`src/rtl/pwr_seq_ctrl.sv`:
```
// rtl/pwr_seq_ctrl.sv - power-up/power-down write sequencer with host write arbitration
module pwr_seq_ctrl #(
  parameter int DELAY = 1000,
  parameter int CNT_W = 16
) (
  input  logic          clk,
  input  logic          rst,
  input  logic          power_up,
  input  logic          power_down,
  input  logic          host_valid,
  input  logic [3:0]    host_ch,
  input  logic [7:0]    host_data,
  output logic          host_ready,
  output logic          host_err,
  output logic [20:11]  valid_bus,
  output logic [7:0]    master_data,
  output logic          busy,
  output logic          powered
);

  typedef enum logic [2:0] {OFF, UP_WR, UP_WAIT, ON, DN_WR, DN_WAIT} state_t;

  // Last counter value of a settle wait; unused when DELAY is 0 (wait skipped).
  localparam logic [CNT_W-1:0] WAIT_LAST = (DELAY == 0) ? '0 : CNT_W'(DELAY - 1);

  state_t           state, state_nx;
  logic [1:0]       step, step_nx, step_inc;
  logic [CNT_W-1:0] cnt, cnt_nx;
  logic [9:0]       strobe_nx;
  logic [7:0]       data_nx;
  logic             err_nx;
  logic             is_up, is_wr;

  // Up order: ch19, ch20, ch16, ch17 (bit index = channel - 11).
  function automatic logic [9:0] up_strobe(input logic [1:0] s);
    case (s)
      2'd0:    return 10'b01_0000_0000;
      2'd1:    return 10'b10_0000_0000;
      2'd2:    return 10'b00_0010_0000;
      default: return 10'b00_0100_0000;
    endcase
  endfunction

  // Down order is the reverse: ch17, ch16, ch20, ch19.
  function automatic logic [9:0] down_strobe(input logic [1:0] s);
    case (s)
      2'd0:    return 10'b00_0100_0000;
      2'd1:    return 10'b00_0010_0000;
      2'd2:    return 10'b10_0000_0000;
      default: return 10'b01_0000_0000;
    endcase
  endfunction

  assign host_ready = ((state == OFF) || (state == ON)) && !power_up && !power_down && !rst;
  assign is_up      = (state == UP_WR) || (state == UP_WAIT);
  assign is_wr      = (state == UP_WR) || (state == DN_WR);
  assign step_inc   = step + 2'd1;

  // Next-state and next-output decode; outputs are registered from these values.
  always_comb begin
    state_nx  = state;
    step_nx   = step;
    cnt_nx    = cnt;
    strobe_nx = '0;
    data_nx   = '0;
    err_nx    = 1'b0;
    case (state)
      OFF, ON: begin
        if (state == OFF && power_up && !power_down) begin
          state_nx  = UP_WR;
          step_nx   = 2'd0;
          cnt_nx    = '0;
          strobe_nx = up_strobe(2'd0);
          data_nx   = 8'h01;
        end else if (state == ON && power_down) begin
          state_nx  = DN_WR;
          step_nx   = 2'd0;
          cnt_nx    = '0;
          strobe_nx = down_strobe(2'd0);
        end else if (host_valid && host_ready) begin
          // Channels 16, 17, 19, 20 belong to the sequencer; >9 does not exist.
          if (host_ch inside {4'd0, 4'd1, 4'd2, 4'd3, 4'd4, 4'd7}) begin
            strobe_nx = 10'd1 << host_ch;
            data_nx   = host_data;
          end else begin
            err_nx = 1'b1;
          end
        end
      end
      UP_WR, UP_WAIT, DN_WR, DN_WAIT: begin
        if (is_up && power_down) begin
          // Abort restarts the complete down sequence from its first write.
          state_nx  = DN_WR;
          step_nx   = 2'd0;
          cnt_nx    = '0;
          strobe_nx = down_strobe(2'd0);
        end else if (is_wr && step == 2'd3) begin
          state_nx = is_up ? ON : OFF;
          cnt_nx   = '0;
        end else if (is_wr && DELAY != 0) begin
          state_nx = is_up ? UP_WAIT : DN_WAIT;
          cnt_nx   = '0;
        end else if (is_wr || cnt == WAIT_LAST) begin
          state_nx  = is_up ? UP_WR : DN_WR;
          step_nx   = step_inc;
          cnt_nx    = '0;
          strobe_nx = is_up ? up_strobe(step_inc) : down_strobe(step_inc);
          data_nx   = is_up ? 8'h01 : 8'h00;
        end else begin
          cnt_nx = cnt + 1'b1;
        end
      end
      default: state_nx = OFF;
    endcase
  end

  // State, step and settle counter registers.
  always_ff @(posedge clk or posedge rst) begin
    if (rst) begin
      state <= OFF;
      step  <= 2'd0;
      cnt   <= '0;
    end else begin
      state <= state_nx;
      step  <= step_nx;
      cnt   <= cnt_nx;
    end
  end

  // Registered bus and status outputs.
  always_ff @(posedge clk or posedge rst) begin
    if (rst) begin
      valid_bus   <= '0;
      master_data <= '0;
      host_err    <= 1'b0;
      busy        <= 1'b0;
      powered     <= 1'b0;
    end else begin
      valid_bus   <= strobe_nx;
      master_data <= data_nx;
      host_err    <= err_nx;
      busy        <= (state_nx != OFF) && (state_nx != ON);
      powered     <= (state_nx == ON);
    end
  end

endmodule

```
`config.mk`:
```
export PLATFORM = sky130hd
export DESIGN_NAME = pwr_seq_ctrl
export DESIGN_NICKNAME = d
export VERILOG_FILES = /design/src/rtl/pwr_seq_ctrl.sv
export SDC_FILE = /design/constraint.sdc
export NUM_CORES = 1
export LEC_CHECK = 0
export CORE_MARGIN = 2
export CORE_UTILIZATION = 45
export DETAILED_ROUTE_END_ITERATION = 6
export PLACE_DENSITY = 0.78
export SLEW_MARGIN = 10
export SYNTH_ARGS = -nofsm -noshare
export SYNTH_HDL_FRONTEND = slang
export SYNTH_SLANG_ARGS = --single-unit
```
`constraint.sdc`:
```
create_clock -name clk -period 1.9 [get_ports clk]
set_clock_uncertainty 0.05 [all_clocks]
set_input_delay 0.285 -clock clk [delete_from_list [all_inputs] [get_ports clk]]
set_output_delay 0.285 -clock clk [all_outputs]
set_load 0.01 [all_outputs]
```
==> flow_summary.ini <==
[grt]
grt_pass1_vias = 1959
grt_use_met1_pct = 26.3
grt_pass1_wl_mm = 8.92
busiest_layer = met2
antenna_found_initial = 0
met2_usage_pct = 34.0
grt_max_degree = 30
grt_use_met3_pct = 6.91
track_usage_pct = 20.8
grt_overflow = 0

[clocking]
clkLatencyLatePin_ns = 0.29
holdBufCountCts = 0
cts_buffers = 5
cts_max_level = 2
cts_tree = done
clockBufferDepth = 2
path_clk_slew_ns = 0.07
cts.sink_count = 42
clock-root-buffer = clkbuf_8

[finish]
multi_input_area_um2 = 1130
nFillCells = 401
area_growth_pct = 37.5
diodes = 0
fin_nets = 324
post_layout_nonfiller_instances = 369
drive_above_1_share_pct = 22.8
layout.area.seq_um2 = 1050
final_area_um2 = 3080

[synthesis]
seq_area_frac_synth_pct = 47.0
synth.distinct_cells = 51
async_flop_share_pct = 100
synth_area_um2 = 2240
postSynthAreaPerCell_um2 = 9.81
synth_seq_cells = 42
synthFlopType = dfrtp_1
netlist_instances = 228
yosysWarnings = 0
syn-num-nets = 250
synth_edf_count = 0

[die]
die_w_um = 74.5
die_area_um2 = 5550
fp.dieH_um = 74.5
rows = 25
ios = 39
coreArea_um2 = 4750
start_util_pct = 47.1

[detailed_routing]
via_per_inst = 5.30
drtAntennaViolNets = 0
drtIter0Drc = 87
routed_wirelength_mm = 5.14
drt-pass1-iter-count = 4
num_vias = 1957
wl_per_cell_um = 13.9
drc = 0

[sta]
slew_viol_final = 0
max_freq_ghz = 0.549
finalHoldViolations = 0
tightestPinTransition_ns = 0.373
min_period_ns = 1.82
slew_headroom_pct = 75.1
post-route-period-util_pct = 95.9
setup_violations = 0
fin_tns_setup_ns = 0

[critical_path]
critical_path_class = primary input to flop
cp-end-kind = flop
critical_path_required_ns = 2.04
cp-start-kind = primary input
critPathMaxFanout = 8
rrSetupSlack_ns = 0.10
crit_arrival_ns = 1.96

[flow_run]
drv_cap = 0

[place]
place.gp.congestion = 0.943
portBuffers = 38
dp_hpwl_mm = 3.76
placed_cells = 357
place_area_um2 = 2900

[pwr]
p_comb_share_pct = 23.2
clock_power_share_pct = 26.9
p_switching_mw = 0.564
cellPowerDensity_nw_per_um2 = 653
power_mw = 2.01
p_seq_share_pct = 49.9
ir_drop_mv = 0.396
sw_frac_of_total_pct = 28.1
p_int_mw = 1.45
leakage_nw = 1.38

[status]
status = complete, no violations

[min_path]
hold_class = primary input to async pin
path summary, 6_finish.rpt:
kind / depth (start not counted) / endpoint / from
setup / recovery: 7 / cnt[10] / power_up
hold / removal: 3 / master_data[7] / rst
setup reg to reg: 5 / busy / cnt[15]
hold reg to reg: 1 / step[1] / step[1]
max in group asynchronous: 3 / cnt[0] / rst
min in group clk: 2 / master_data[4] / host_data[4]
registers in the layout, indices dropped and copies added, names as in the netlist:
name and count:
valid_bus 10, step 2, powered 1, master_data 8, cnt 16, state 3
host_err 1, busy 1
power groups by stage:
stage | logic [mW] | clock network [mW] | registers, mW
after CTS | 0.434 | 0.554 | 1.00
final | 0.466 | 0.541 | 1.00
after global routing | 0.511 | 0.596 | 1.01
after floorplan | 0.245 | 0 | 1.01
after detailed placement | 0.406 | 0 | 1.01
after global placement | 0.397 | 0 | 1.00
placed cells by master (no fill, tap or decap), types with 4 or more instances in the layout:
cell type,instances
dfrtp_1,41
clkdlybuf4s50_1,36
nand3_1,6
nor2_1,22
or3_1,6
xor2_1,8
and3_1,5
ha_1,4
inv_1,9
o21ai_0,10
nand4_1,11
a21oi_1,14
clkbuf_8,5
nand2_1,20
buf_4,38
and2_1,9
layout make-up:
type | count | area share, %
flip-flops and latches | 42 | 34.2
well taps | 67 | 2.72
inverters | 9 | 1.10
multi-input cells | 166 | 36.8
repair buffers | 78 | 22.6
clock inverters | 2 | 0.325
clock buffers | 5 | 2.24
logic make-up (layout without fill, tap and decap cells):
family | Yosys count | count (layout) | share of synthesized area, %
and+or+nand+nor | 105 | 105 | 27.3
AOI/OAI and AO/OA | 44 | 44 | 12.8
DFF | 42 | 42 | 47.0
buffers and inverters | 20 | 94 | 4.81
xor gates and xnor gates | 9 | 9 | 3.86
adders and majority gates | 5 | 5 | 2.80
muxes | 3 | 3 | 1.45
routing by layer:
layer | routed length, um | vias up
li1 | - | 962
met2 | 2530 | 54
met1 | 2210 | 933
met3 | 322 | 8
met5 | 0 | -
met4 | 72 | 0
Yosys cell counts, types with 3 or more instances:
cell type,count,share of area [%]
dfrtp_1,42,47
nor2_1,23,3.9
nand2_1,20,3.4
a21oi_1,15,3.4
nand4_1,11,3.1
o21ai_0,11,2.5
and2_1,9,2.5
inv_1,9,1.5
xor2_1,8,3.1
nand3_1,6,1.3
or3_1,6,1.7
and3_1,5,1.4
buf_2,5,1.1
ha_1,5,2.8
and4_1,3,1.2
buf_6,3,1.5
o211ai_1,3,1.0
o31ai_1,3,1.0
through the flow:
step	hold WS, ns	utilization [%]	worst slack [ns]
after floorplan	0.305	-	0.0746
after global placement	0.488	61.1	-0.282
after detailed placement	0.509	61.1	-0.341
after CTS	0.294	63.6	0.0164
after global routing	0.322	64.7	-0.0276
final	0.291	64.7	0.0788
worst max-delay path: stages:
cell	delay (ns)
clkdlybuf4s50_1	0.43
and2b_1	0.19
or4_4	0.48
nand4_1	0.22
buf_4	0.15
xor2_1	0.15
nor2_1	0.05
what timing repair did:
action	in CTS	in global routing
setup endpoints to repair	19	24
pin swaps	5	6
setup buffers	1	4
resized for setup	8	9
endpoints found under the hold margin	0	0
Note: power is estimated with default switching activity, not from simulation.
